`src/rtl/struct_s.sv`:
```
// Shared widths and FSM encoding for the 512-to-128 rule stream width converter.
package struct_s;

  localparam int RULE_W512       = 512;
  localparam int RULE_W128       = 128;
  localparam int RULE_LANES      = 4;
  localparam int RULE_EMPTY512_W = 6;
  localparam int RULE_EMPTY128_W = 4;
  localparam int RULE_LANE_W     = $clog2(RULE_LANES);

  typedef enum logic [0:0] {
    ST_EMPTY = 1'b0,
    ST_DRAIN = 1'b1
  } unpack_state_e;

  // An eop beat with E unused bytes ends on lane 3 - floor(E/16); other beats use all lanes.
  function automatic logic [RULE_LANE_W-1:0] last_lane_of(
    input logic                       eop,
    input logic [RULE_EMPTY512_W-1:0] empty
  );
    last_lane_of = eop ? RULE_LANE_W'(RULE_LANES - 1) - empty[RULE_EMPTY512_W-1:RULE_EMPTY128_W]
                       : RULE_LANE_W'(RULE_LANES - 1);
  endfunction

endpackage

```
`src/rtl/rule_unpacker_512_128.sv`:
```
// Splits 512-bit rule beats into 128-bit flits, lowest lane first, from a single
// holding register; a new beat may load in the cycle its last flit is consumed.
module rule_unpacker_512_128
  import struct_s::*;
(
  input  logic                       clk,
  input  logic                       rst_n,
  input  logic                       in_rule_sop,
  input  logic                       in_rule_eop,
  input  logic [RULE_EMPTY512_W-1:0] in_rule_empty,
  input  logic                       in_rule_valid,
  input  logic [RULE_W512-1:0]       in_rule_data,
  output logic                       in_rule_ready,
  output logic                       out_rule_sop,
  output logic                       out_rule_eop,
  output logic [RULE_EMPTY128_W-1:0] out_rule_empty,
  output logic                       out_rule_valid,
  output logic [RULE_W128-1:0]       out_rule_data,
  input  logic                       out_rule_ready
);

  unpack_state_e              state_q, state_d;
  logic [RULE_W512-1:0]       hold_data;
  logic                       hold_sop, hold_eop;
  logic [RULE_LANE_W-1:0]     lane, last_lane;
  logic [RULE_EMPTY128_W-1:0] last_empty;
  logic                       full, lane_is_last, out_fire, in_accept;

  assign full         = (state_q == ST_DRAIN);
  assign lane_is_last = (lane == last_lane);
  assign out_fire     = full & out_rule_ready;
  assign in_accept    = in_rule_valid & in_rule_ready;

  // NOTE: sequential state is written with <= so every flop samples pre-edge values.
  always_ff @(posedge clk or negedge rst_n) begin
    if (!rst_n) state_q <= ST_EMPTY;
    else        state_q <= state_d;
  end

  always_comb begin
    // NOTE: default first so no path leaves state_d unassigned and infers a latch.
    state_d = state_q;
    case (state_q)
      ST_EMPTY: if (in_accept) state_d = ST_DRAIN;
      ST_DRAIN: if (out_fire && lane_is_last && !in_accept) state_d = ST_EMPTY;
      default:  state_d = ST_EMPTY;
    endcase
  end

  // NOTE: the 512-bit hold register is reset too, so outputs read 0 straight out of reset.
  always_ff @(posedge clk or negedge rst_n) begin
    if (!rst_n) begin
      hold_data  <= '0;
      hold_sop   <= 1'b0;
      hold_eop   <= 1'b0;
      last_lane  <= '0;
      last_empty <= '0;
      lane       <= '0;
    end else if (in_accept) begin
      // Reload wins over lane advance when the last flit and a new beat meet.
      hold_data  <= in_rule_data;
      hold_sop   <= in_rule_sop;
      hold_eop   <= in_rule_eop;
      last_lane  <= last_lane_of(in_rule_eop, in_rule_empty);
      last_empty <= in_rule_eop ? in_rule_empty[RULE_EMPTY128_W-1:0] : '0;
      lane       <= '0;
    end else if (out_fire && !lane_is_last) begin
      lane <= lane + 1'b1;
    end
  end

  always_comb begin
    in_rule_ready  = !full | (out_rule_ready & lane_is_last);
    out_rule_valid = full;
    out_rule_sop   = hold_sop & (lane == '0);
    out_rule_eop   = hold_eop & lane_is_last;
    out_rule_empty = out_rule_eop ? last_empty : '0;
    case (lane)
      2'd0:    out_rule_data = hold_data[0*RULE_W128 +: RULE_W128];
      2'd1:    out_rule_data = hold_data[1*RULE_W128 +: RULE_W128];
      2'd2:    out_rule_data = hold_data[2*RULE_W128 +: RULE_W128];
      default: out_rule_data = hold_data[3*RULE_W128 +: RULE_W128];
    endcase
  end

endmodule

```
`config.mk`:
```
export PLATFORM = sky130hd
export DESIGN_NAME = rule_unpacker_512_128
export DESIGN_NICKNAME = d
export VERILOG_FILES = /design/src/rtl/struct_s.sv /design/src/rtl/rule_unpacker_512_128.sv
export SDC_FILE = /design/constraint.sdc
export NUM_CORES = 1
export LEC_CHECK = 0
export ABC_AREA = 1
export CAP_MARGIN = 20
export CORE_ASPECT_RATIO = 0.75
export CORE_MARGIN = 5
export CORE_UTILIZATION = 40
export DETAILED_ROUTE_END_ITERATION = 10
export HOLD_SLACK_MARGIN = 0.15
export PLACE_DENSITY = 0.67
export SLEW_MARGIN = 10
export SYNTH_ARGS = -nofsm -noshare
export SYNTH_HDL_FRONTEND = slang
export SYNTH_SLANG_ARGS = --single-unit
```
`constraint.sdc`:
```
create_clock -name clk -period 1.7 [get_ports clk]
set_input_delay 0.255 -clock clk [delete_from_list [all_inputs] [get_ports clk]]
set_output_delay 0.255 -clock clk [all_outputs]
set_load 0.005 [all_outputs]
```
==> results_dict.tcl <==
set metrics [dict create \
    p_leak_nw 19.2 \
    routed_wl_mm 113 \
    pin_count 660 \
    met1_usage_pct 42.4 \
    status "finished, violations left" \
    final_cell_area_sq_um 39600 \
    synth_top_cell_by_area "dfrtp_1" \
    synth.most_common_cell "nand2_1" \
    vdd_drop_max_uv 1050 \
    vias_per_cell 5.51 \
    antenna_found_initial 34 \
    area_growth_pct 66.0 \
    finalHoldViolations 0 \
    wire_per_inst_um 24.0 \
    cp_data_required_time_ns 1.44 \
    period_needed_ns 2.57 \
    maxCapViolations 0 \
    syn_nets 3546 \
    synth_edf_count 0 \
    grt_pass1_wl_mm 154 \
    synth-seq-area-share_pct 54.9 \
    worst_pin_slew_ns 0.723 \
    layout_worst_path_cycle_share_pct 151 \
    synth_top_cells_by_area "dfrtp_1 55%, nand2_1 21%, nand3_1 11%, a31oi_1 3.4%, a21oi_1 2.7%" \
    async_flop_share_pct 100 \
    internal_power_mw 46.9 \
    drive_above_1_share_pct 22.9 \
    root_buffer "clkbuf_16" \
    pre_cts_slack_ns -0.660 \
    ant_nets 0 \
    cp-start-kind "flip-flop" \
    synthCells 3018 \
    critPathMaxFanout 8 \
    fmaxAchievable_ghz 0.390 \
    p_switching_mw 33.6 \
    synth_top_cells_by_count "1315 x nand2_1, 523 x dfrtp_1, 523 x nand3_1" \
    path_class "flip-flop to output pin" \
    grtUsageMet2_pct 47.2 \
    nNetsFinal 4373 \
    grt_max_degree 105 \
    clk_pin_slew_ns 0.06 \
    synth_cell_type_count 15 \
    rsz0062_at_grt "true" \
    place_hpwl_mm 68.4 \
    port_buffers 659 \
    htree_levels 2 \
    hp-class "input pin to flip-flop" \
    synth_top_area_share_pct 54.9 \
    combPwrFrac_pct 55.7 \
    busiest_layer "met2" \
    die_w_um 292 \
    setup.worst_path.end_class "output pin" \
    syn_area_per_cell_sq_um 7.89 \
    synth-seq-cells 523 \
    post-route-util_pct 67.1 \
    routabilityCongestion 0.945 \
    grt_pass1_vias 24626 \
    clkPwrFrac_pct 15.5 \
    overflow 0 \
    drtIter0Drc 2741 \
    finClkSkew_ns 0.0145 \
    hold_slack_ns 0.212 \
    worstSkewPairLatency_ns 0.59 \
    initial_core_util_pct 40.4 \
    violations "setup timing" \
    ctsLongestPathBuffers 3 \
    grt_util_met3_pct 7.17 \
    drc_errors 0 \
    core_sq_um 59000 \
    synth_warnings 0 \
    firstDrtPassIters 6 \
    setup_ws_ns -0.866 \
    post_dp_cell_area_sq_um 32800 \
    power_mw 80.5 \
    cts_buffers 53 \
    cts_tree "built" \
    switching_share_pct 41.7 \
    yosys_most_used_dff "dfrtp_1" \
    pwr-share-seq_pct 28.8 \
    syn-cell-area_sq_um 23800 \
    core.rowCount 77 \
    die_area_sq_um 64600 \
    grt_usage_pct 30.9 \
    slew_headroom_pct 51.6 \
    setup-violations-final 659 \
    arrival_ns 2.31 \
    slew_violations 0 \
    clkSinkCount 523 \
    vias 25905 \
    pwr_density_cell_nw_per_um2 2030 \
    die_y_um 221 \
]
==> sequential cells by signal (all words and copies together), names as in the netlist <==
register        cells
hold_sop            1
out_rule_valid      1
lane                2
hold_data         512
last_lane           2
hold_eop            1
last_empty          4
==> worst paths after layout <==
path,from,end,slack (ns),cells after the start
hold / removal,in_rule_data[96],hold_data[96],0.21,3
setup reg to reg,lane[0],hold_data[256],-0.47,12
max in group asynchronous,rst_n,hold_data[381],0.20,3
hold reg to reg,hold_data[201],hold_data[201],0.47,2
min in group asynchronous,rst_n,hold_data[140],0.36,3
setup / recovery,lane[0],out_rule_data[70],-0.87,9
==> area by class of cell <==
class / instances / area (sq um)
antenna: 27 / 67.6
clock buffer: 77 / 1560
clock inverter: 14 / 248
fill: 4537 / 19400
inverter: 18 / 82.6
multi-input combinational: 2237 / 11900
sequential: 523 / 13100
tap: 790 / 988
timing repair buffer: 1012 / 11600
==> through the flow <==
step,std cells,setup TNS (ns)
after floorplan,3018,-2.40
after global placement,4418,-160.90
after detailed placement,4418,-181.28
after CTS,4601,-310.02
after global routing,4696,-331.18
final,4698,-291.83
==> timing repair <==
item                                    in CTS  in global routing
gates resized for setup                    781                439
setup buffers                               65                 34
endpoints found under the setup margin     657                659
hold buffers                                 4                  0
cloned                                      26                 49
hold endpoints to repair                   533                  0
pin swaps                                   75                 95
==> cells by family after synthesis <==
| family | Yosys count | share of synthesized area [%] |
|---|---|---|
| flip-flops | 523 | 54.9 |
| adder cells (fa/ha/maj) | 4 | 0.210 |
| XOR/XNOR | 1 | 0.0683 |
| AND/OR/NAND/NOR | 1974 | 33.9 |
| buffers and inverters | 260 | 4.81 |
| AO/OA/AOI/OAI | 256 | 6.05 |
==> power groups by stage <==
stage               registers (mW)  logic, mW  clock network [mW]
detailed placement            22.0       32.3                   0
finish                        23.2       44.8                12.5
CTS                           22.2       36.2                12.5
global placement              22.1       31.9                   0
floorplan                     20.8       16.1                   0
global route                  23.7       47.7                13.1
==> placed cells by master (no fill, tap or decap), types with 48 or more instances in the layout <==
cell,n
nand2_4,61
buf_12,94
a31oi_1,68
nand2_1,1192
dfrtp_1,522
nor2_1,83
a31oi_4,48
clkbuf_16,97
a21oi_1,58
nand3_1,518
clkdlybuf4s50_1,522
nand2_2,63
buf_4,107
buf_6,54
buf_2,123
==> critical path: stages (launching register included) <==
cell,delay [ns]
dfrtp_1,0.39
buf_6,0.12
ha_4,0.24
inv_12,0.07
buf_12,0.15
buf_4,0.15
buf_6,0.14
nor2_1,0.25
a31oi_4,0.06
buf_2,0.14
==> metal layers <==
metal / up-vias / routed length (um)
li1: 11567 / -
met1: 12601 / 46000
met2: 1405 / 51900
met3: 318 / 9690
met4: 14 / 5170
met5: - / 109
No activity file was read; power rests on OpenSTA's default activity.
